File: src/rtl/dcache_write_buffer.sv
// Dirty-line write buffer between dcache and memory: FIFO of evicted lines with
// miss-lookup forwarding, same-line write coalescing and a two-state drain FSM.
module dcache_write_buffer #(
  parameter int unsigned DEPTH       = 4,
  parameter int unsigned ADDR_SIZE   = 32,
  parameter int unsigned LINE_SIZE   = 256,
  parameter int unsigned OFFSET_SIZE = 4
) (
  input  logic                 clk,
  input  logic                 reset,
  input  logic                 dcache_write_buffer_en,
  input  logic [ADDR_SIZE-1:0] dcache_write_buffer_physical_addr,
  input  logic [LINE_SIZE-1:0] dcache_write_buffer_data,
  output logic                 buffer_ready_for_dcache_write,
  output logic                 buffer_receive_dcache_write_ok,
  input  logic                 dcache_read_mem_en,
  input  logic [ADDR_SIZE-1:0] dcache_read_mem_addr,
  output logic                 buffer_hit_success,
  output logic [LINE_SIZE-1:0] buffer_hit_data,
  output logic                 buffer_write_mem_en,
  output logic [ADDR_SIZE-1:0] buffer_write_mem_addr,
  output logic [LINE_SIZE-1:0] buffer_write_mem_data,
  input  logic                 mem_ready_for_buffer_write,
  input  logic                 mem_receive_buffer_write_ok,
  output logic                 buffer_empty
);
  localparam int unsigned PTR_W = $clog2(DEPTH);
  localparam logic [PTR_W:0] CNT_FULL = (PTR_W+1)'(DEPTH);

  typedef enum logic [1:0] {
    BUF_IDLE = 2'b01,
    BUF_SEND = 2'b10
  } state_t;

  state_t                 r_state, w_state_nxt;
  logic [DEPTH-1:0]       r_valid;
  logic [ADDR_SIZE-1:0]   r_addr [DEPTH];
  logic [LINE_SIZE-1:0]   r_data [DEPTH];
  logic [PTR_W-1:0]       r_head, r_tail;
  logic [PTR_W:0]         r_count;
  logic                   r_recv_ok;
  logic [ADDR_SIZE-1:0]   r_wm_addr;
  logic [LINE_SIZE-1:0]   r_wm_data;

  logic                   w_coal_hit, w_hit;
  logic [PTR_W-1:0]       w_coal_idx, w_hit_idx, w_idx;
  logic                   w_accept, w_push, w_pop, w_launch;
  logic [LINE_SIZE-1:0]   w_launch_data;

  // Walk entries oldest to newest so the last match found is the newest one.
  always_comb begin
    w_coal_hit = 1'b0;
    w_coal_idx = r_head;
    w_hit      = 1'b0;
    w_hit_idx  = r_head;
    w_idx      = r_head;
    for (int unsigned i = 0; i < DEPTH; i++) begin
      w_idx = r_head + PTR_W'(i);
      if (dcache_write_buffer_en && r_valid[w_idx] &&
          (r_addr[w_idx][ADDR_SIZE-1:OFFSET_SIZE] ==
           dcache_write_buffer_physical_addr[ADDR_SIZE-1:OFFSET_SIZE]) &&
          !((r_state == BUF_SEND) && (w_idx == r_head))) begin
        w_coal_hit = 1'b1;
        w_coal_idx = w_idx;
      end
      if (dcache_read_mem_en && r_valid[w_idx] &&
          (r_addr[w_idx][ADDR_SIZE-1:OFFSET_SIZE] ==
           dcache_read_mem_addr[ADDR_SIZE-1:OFFSET_SIZE])) begin
        w_hit     = 1'b1;
        w_hit_idx = w_idx;
      end
    end
  end

  assign buffer_ready_for_dcache_write  = (r_count < CNT_FULL) || w_coal_hit;
  assign buffer_receive_dcache_write_ok = r_recv_ok;
  assign buffer_hit_success             = w_hit;
  assign buffer_hit_data                = w_hit ? r_data[w_hit_idx] : '0;
  assign buffer_write_mem_addr          = r_wm_addr;
  assign buffer_write_mem_data          = r_wm_data;
  assign buffer_empty                   = (r_count == '0);

  assign w_accept = dcache_write_buffer_en && buffer_ready_for_dcache_write;
  assign w_push   = w_accept && !w_coal_hit;
  assign w_pop    = (r_state == BUF_SEND) && mem_receive_buffer_write_ok;

  always_comb begin
    w_state_nxt         = r_state;
    buffer_write_mem_en = 1'b0;
    case (r_state)
      BUF_IDLE: if ((r_count != '0) && mem_ready_for_buffer_write) w_state_nxt = BUF_SEND;
      BUF_SEND: begin
        buffer_write_mem_en = 1'b1;
        if (mem_receive_buffer_write_ok) w_state_nxt = BUF_IDLE;
      end
      default: w_state_nxt = BUF_IDLE;
    endcase
  end

  assign w_launch = (r_state == BUF_IDLE) && (w_state_nxt == BUF_SEND);
  // A coalesce into the head on the launch edge must reach memory, not the stale copy.
  assign w_launch_data = (w_accept && w_coal_hit && (w_coal_idx == r_head)) ?
                         dcache_write_buffer_data : r_data[r_head];

  always_ff @(posedge clk or negedge reset) begin
    if (!reset) begin
      r_state   <= BUF_IDLE;
      r_valid   <= '0;
      r_head    <= '0;
      r_tail    <= '0;
      r_count   <= '0;
      r_recv_ok <= 1'b0;
      r_wm_addr <= '0;
      r_wm_data <= '0;
    end else begin
      r_state   <= w_state_nxt;
      r_recv_ok <= w_accept;
      if (w_launch) begin
        r_wm_addr <= r_addr[r_head];
        r_wm_data <= w_launch_data;
      end
      if (w_pop) begin
        r_valid[r_head] <= 1'b0;
        r_head          <= r_head + 1'b1;
      end
      if (w_push) begin
        r_valid[r_tail] <= 1'b1;
        r_tail          <= r_tail + 1'b1;
      end
      case ({w_push, w_pop})
        2'b10:   r_count <= r_count + 1'b1;
        2'b01:   r_count <= r_count - 1'b1;
        default: r_count <= r_count;
      endcase
    end
  end

  always_ff @(posedge clk) begin
    if (w_push) begin
      r_addr[r_tail] <= dcache_write_buffer_physical_addr;
      r_data[r_tail] <= dcache_write_buffer_data;
    end else if (w_accept) begin
      r_data[w_coal_idx] <= dcache_write_buffer_data;
    end
  end
endmodule

File: config.mk
export PLATFORM = sky130hd
export DESIGN_NAME = dcache_write_buffer
export DESIGN_NICKNAME = d
export VERILOG_FILES = /design/src/rtl/dcache_write_buffer.sv
export SDC_FILE = /design/constraint.sdc
export NUM_CORES = 2
export LEC_CHECK = 0
export CORE_MARGIN = 3
export CORE_UTILIZATION = 65
export CTS_BUF_LIST = sky130_fd_sc_hd__clkbuf_8
export CTS_CLUSTER_DIAMETER = 60
export DETAILED_ROUTE_END_ITERATION = 10
export DONT_BUFFER_PORTS = 1
export GPL_ROUTABILITY_DRIVEN = 0
export PLACE_DENSITY = 0.81
export SYNTH_ARGS = -nofsm -noshare
export SYNTH_HDL_FRONTEND = slang
export SYNTH_SLANG_ARGS = --single-unit
File: constraint.sdc
create_clock -name clk -period 52.7 [get_ports clk]
set_input_delay 5.27 -clock clk [delete_from_list [all_inputs] [get_ports clk]]
set_output_delay 5.27 -clock clk [all_outputs]
set_load 0.005 [all_outputs]
==> flow_metrics.env <==
export IMPL_run_status="finished, final reports clean"
export IMPL_number_of_nets_with_antenna_violations_after_routing=0
export IMPL_reg2reg_depth=15
export IMPL_boundaryPins=875
export IMPL_cts_buffers=288
export IMPL_hold_path_depth=2
export IMPL_number_of_antenna_violations_at_the_first_check_in_global_routing=4
export IMPL_drv_max_cap_violation_count=0
export IMPL_reg_to_reg_endpoint="r_data[3][6]$_DFFE_PP_"
export IMPL_clkLatencyLatePin_ns=1.00
export IMPL_count_of_port_buffers_added_during_placement=0
export IMPL_synth_most_common_cell="sky130_fd_sc_hd__edfxtp_1"
export IMPL_timing_critical_path_mode_cell="sky130_fd_sc_hd__buf_4"
export IMPL_critical_path_required_ns=47.43
export IMPL_first_global_vias=44810
export IMPL_first_pass_grt_wire_length_um=296800
export IMPL_path_class="input pin to output port"
export IMPL_syn_avg_cell_area_um2=15.98
export IMPL_netSwitchingFraction=0.3366
export IMPL_placed_area_mm2=0.07780
export IMPL_max_vdd_ir_drop_uv=61.65
export IMPL_synth_area_leaders="sky130_fd_sc_hd__edfxtp_1 55%, sky130_fd_sc_hd__mux4_2 11%, sky130_fd_sc_hd__dfrtp_1 9.8%, sky130_fd_sc_hd__mux2i_1 7.4%, sky130_fd_sc_hd__nand2_1 4.1%"
export IMPL_worstPathArrival_ns=10.77
export IMPL_setup_total_negative_slack_ns=0
export IMPL_die_y_um=349.8
export IMPL_worst_slew_margin_rel=0.1642
export IMPL_routed_via_density=6.816
export IMPL_routed_wl_um=203800
export IMPL_finalWorstPathRequiredPeriod_ns=16.04
export IMPL_cts_hold_buffers=0
export IMPL_track_usage=0.3315
export IMPL_crit_chain="xor2_1, a41oi_1, nor4_1, nand4_1, o21ai_1, xnor2_4, buf_4, buf_4, buf_12, mux2i_1, o22ai_1"
export IMPL_cts_clk_slew_worst_paths_ns=0.06
export IMPL_reg2reg_slack_ns=42.78
export IMPL_global_route_usage_met1=0.4059
export IMPL_power_net_switching_mw=1.590
export IMPL_starting_density_of_the_core=0.6583
export IMPL_total_power_mw=4.725
export IMPL_critical_path_peak_fanout=116
export IMPL_finished_layout_cell_area_mm2=0.08323
export IMPL_number_of_nets_in_the_synthesized_netlist=5144
export IMPL_drt_iter0_drc=4920
export IMPL_grt_busiest_layer="met2"
export IMPL_report_final_setup_viol=0
export IMPL_cts_post_setup_buffers_inserted=0
export IMPL_power_report_internal_total_mw=3.134
export IMPL_final_setup_skew_ns=0.09757
export IMPL_synthToLayoutAreaGrowth_pct=8.363
export IMPL_fin_nets=5150
export IMPL_leakagePower_nw=31.24
export IMPL_finalWorstSetupSlack_ns=36.66
export IMPL_p_clk_frac=0.237
export IMPL_unrepaired_setup_endpoints_after_global_routing="false"
export IMPL_cts_repair_resized=0
export IMPL_design_die_area_mm2=0.1223
export IMPL_powerDensity_mw_per_mm2=56.77
export IMPL_synth_cell_type_count=58
export IMPL_core_area_mm2=0.1167
export IMPL_yosys_register_bits=1711
export IMPL_yosysSeqAreaShare=0.6492
export IMPL_worst_hold_path_type="register to register"
export IMPL_timing_hold_violations_final=0
export IMPL_tightest_slew_ns=1.254
export IMPL_pin_count_of_the_biggest_net_entering_global_routing=304
export IMPL_drcViolationCount=0
export IMPL_gr_usage_met2=0.5130
export IMPL_grt_remaining_overflow=0
export IMPL_worstReg2RegStart="r_head[0]$_DFFE_PN0P_"
export IMPL_row_count=125
export IMPL_cts_root_buf="sky130_fd_sc_hd__clkbuf_8"
export IMPL_cp_end_kind="output port"
export IMPL_h_tree_depth=5
export IMPL_power_frac_comb=0.343
export IMPL_timing_critical_path_from_type="input pin"
export IMPL_worst_setup_slack_before_clock_tree_synthesis_ns=36.87
export IMPL_p_seq_frac=0.420
export IMPL_syn_instance_count=4806
export IMPL_slew_violations=0
export IMPL_use_met3=0.1149
export IMPL_routedWlPerCell_um=31.12
export IMPL_utilization=0.7134
export IMPL_clockBufferDepth=4
export IMPL_drt_pre_antenna_iters=6
export IMPL_period_share=0.3044
export IMPL_worst_path_max_delay_cell="sky130_fd_sc_hd__buf_4"
export IMPL_synth_async_reset_ratio=0.1771
export IMPL_postSynth_topFlopCell="sky130_fd_sc_hd__edfxtp_1"
export IMPL_cts_sinks=1711
export IMPL_cts_tree="yes"
export IMPL_ys_warn_count=0
export IMPL_timing_fmax_mhz=62.35
export IMPL_drive_gt1_frac=0.2181
export IMPL_syn_area_mm2=0.07681
export IMPL_synth_edf_count=1408
export IMPL_dieWidth_um=349.8
export IMPL_max_stage_delay_ns=0.97
export IMPL_dp_hpwl_um=125400
export IMPL_detailroute_via_count=44640
export IMPL_synth_cells_most_frequent="1408 x sky130_fd_sc_hd__edfxtp_1, 843 x sky130_fd_sc_hd__nand2_1, 565 x sky130_fd_sc_hd__mux2i_1, 376 x sky130_fd_sc_hd__mux4_2, 302 x sky130_fd_sc_hd__dfrtp_1"
export IMPL_synth_largest_area_cell="sky130_fd_sc_hd__edfxtp_1"
export IMPL_post_synth_top_area_fraction=0.5505
[cells in the final DEF (no fill, tap or decap), types with 26 or more instances in the layout]
master,netlist,layout
sky130_fd_sc_hd__buf_4,26,44
sky130_fd_sc_hd__clkbuf_8,0,319
sky130_fd_sc_hd__clkinv_2,0,26
sky130_fd_sc_hd__dfrtp_1,302,299
sky130_fd_sc_hd__edfxtp_1,1408,1408
sky130_fd_sc_hd__inv_1,20,131
sky130_fd_sc_hd__mux2_2,277,277
sky130_fd_sc_hd__mux2i_1,565,565
sky130_fd_sc_hd__mux4_2,376,376
sky130_fd_sc_hd__nand2_1,843,843
sky130_fd_sc_hd__nand4_1,39,39
sky130_fd_sc_hd__o22ai_1,263,263
sky130_fd_sc_hd__xnor2_1,179,179
sky130_fd_sc_hd__xor2_1,40,40
[power groups by stage]
stage	registers, mW	logic, mW	clock network, mW
CTS	1.98	1.61	1.13
finish	1.99	1.62	1.12
floorplan	2.05	1.25	0
global placement	1.98	1.58	0
global route	2.02	1.72	1.20
detailed placement	2.00	1.60	0
[layout make-up]
type | instances | area (µm²)
Clock buffer | 319 | 4390
Inverter | 22 | 90.09
Antenna cell | 5 | 12.51
Clock inverter | 180 | 1028
Timing Repair Buffer | 53 | 510.5
Fill cell | 7088 | 33440
Tap cell | 1524 | 1907
Multi-Input combinational cell | 2736 | 25420
Sequential cell | 1711 | 49880
[critical path, delay by kind of cell]
kind	cells	cell delay (ns)
AO/OA/AOI/OAI	3	1.29
XOR/XNOR	2	0.34
buffers and inverters	3	2.38
multiplexers	1	0.21
AND/OR/NAND/NOR	2	0.90
[cell families after synthesis]
family                   Yosys count  share of synthesized area
AO/OA/AOI/OAI                    328                    0.02766
XOR/XNOR                         220                    0.02518
adder cells (fa/ha/maj)           12                   0.002053
buffers and inverters            359                    0.02114
flip-flops                      1711                     0.6492
multiplexers                    1218                     0.2245
AND/OR/NAND/NOR                  958                    0.05027
[layer usage]
| layer | vias up | wire (µm) |
|---|---|---|
| li1 | 18580 | - |
| met3 | 611 | 23820 |
| met2 | 2713 | 96670 |
| met1 | 22730 | 69150 |
| met5 | - | 44 |
| met4 | 6 | 14130 |
[per-stage QoR]
step | hold slack [ns] | std cells
2_1_floorplan | 0.4418 | 4806
3_3_place_gp | 0.4533 | 6046
3_5_place_dp | 0.4584 | 6046
4_1_cts | 0.4729 | 6545
5_1_grt | 0.4861 | 6546
6_report | 0.4679 | 6550
[worst max path at each step]
stage	slack [ns]	from	end	cells after the start
final	36.66	dcache_read_mem_addr[5]	buffer_hit_data[119]	11
after global routing	36.60	dcache_read_mem_addr[17]	buffer_hit_data[119]	12
after CTS	36.88	dcache_read_mem_addr[20]	buffer_hit_data[191]	11
after detailed placement	36.87	dcache_read_mem_addr[20]	buffer_hit_data[119]	11
after global placement	36.93	dcache_read_mem_addr[20]	buffer_hit_data[191]	11
after floorplan	31.44	dcache_write_buffer_physical_addr[31]	r_data[1][0]$_DFFE_PP_	8
No activity file was read; power rests on OpenSTA's default activity.
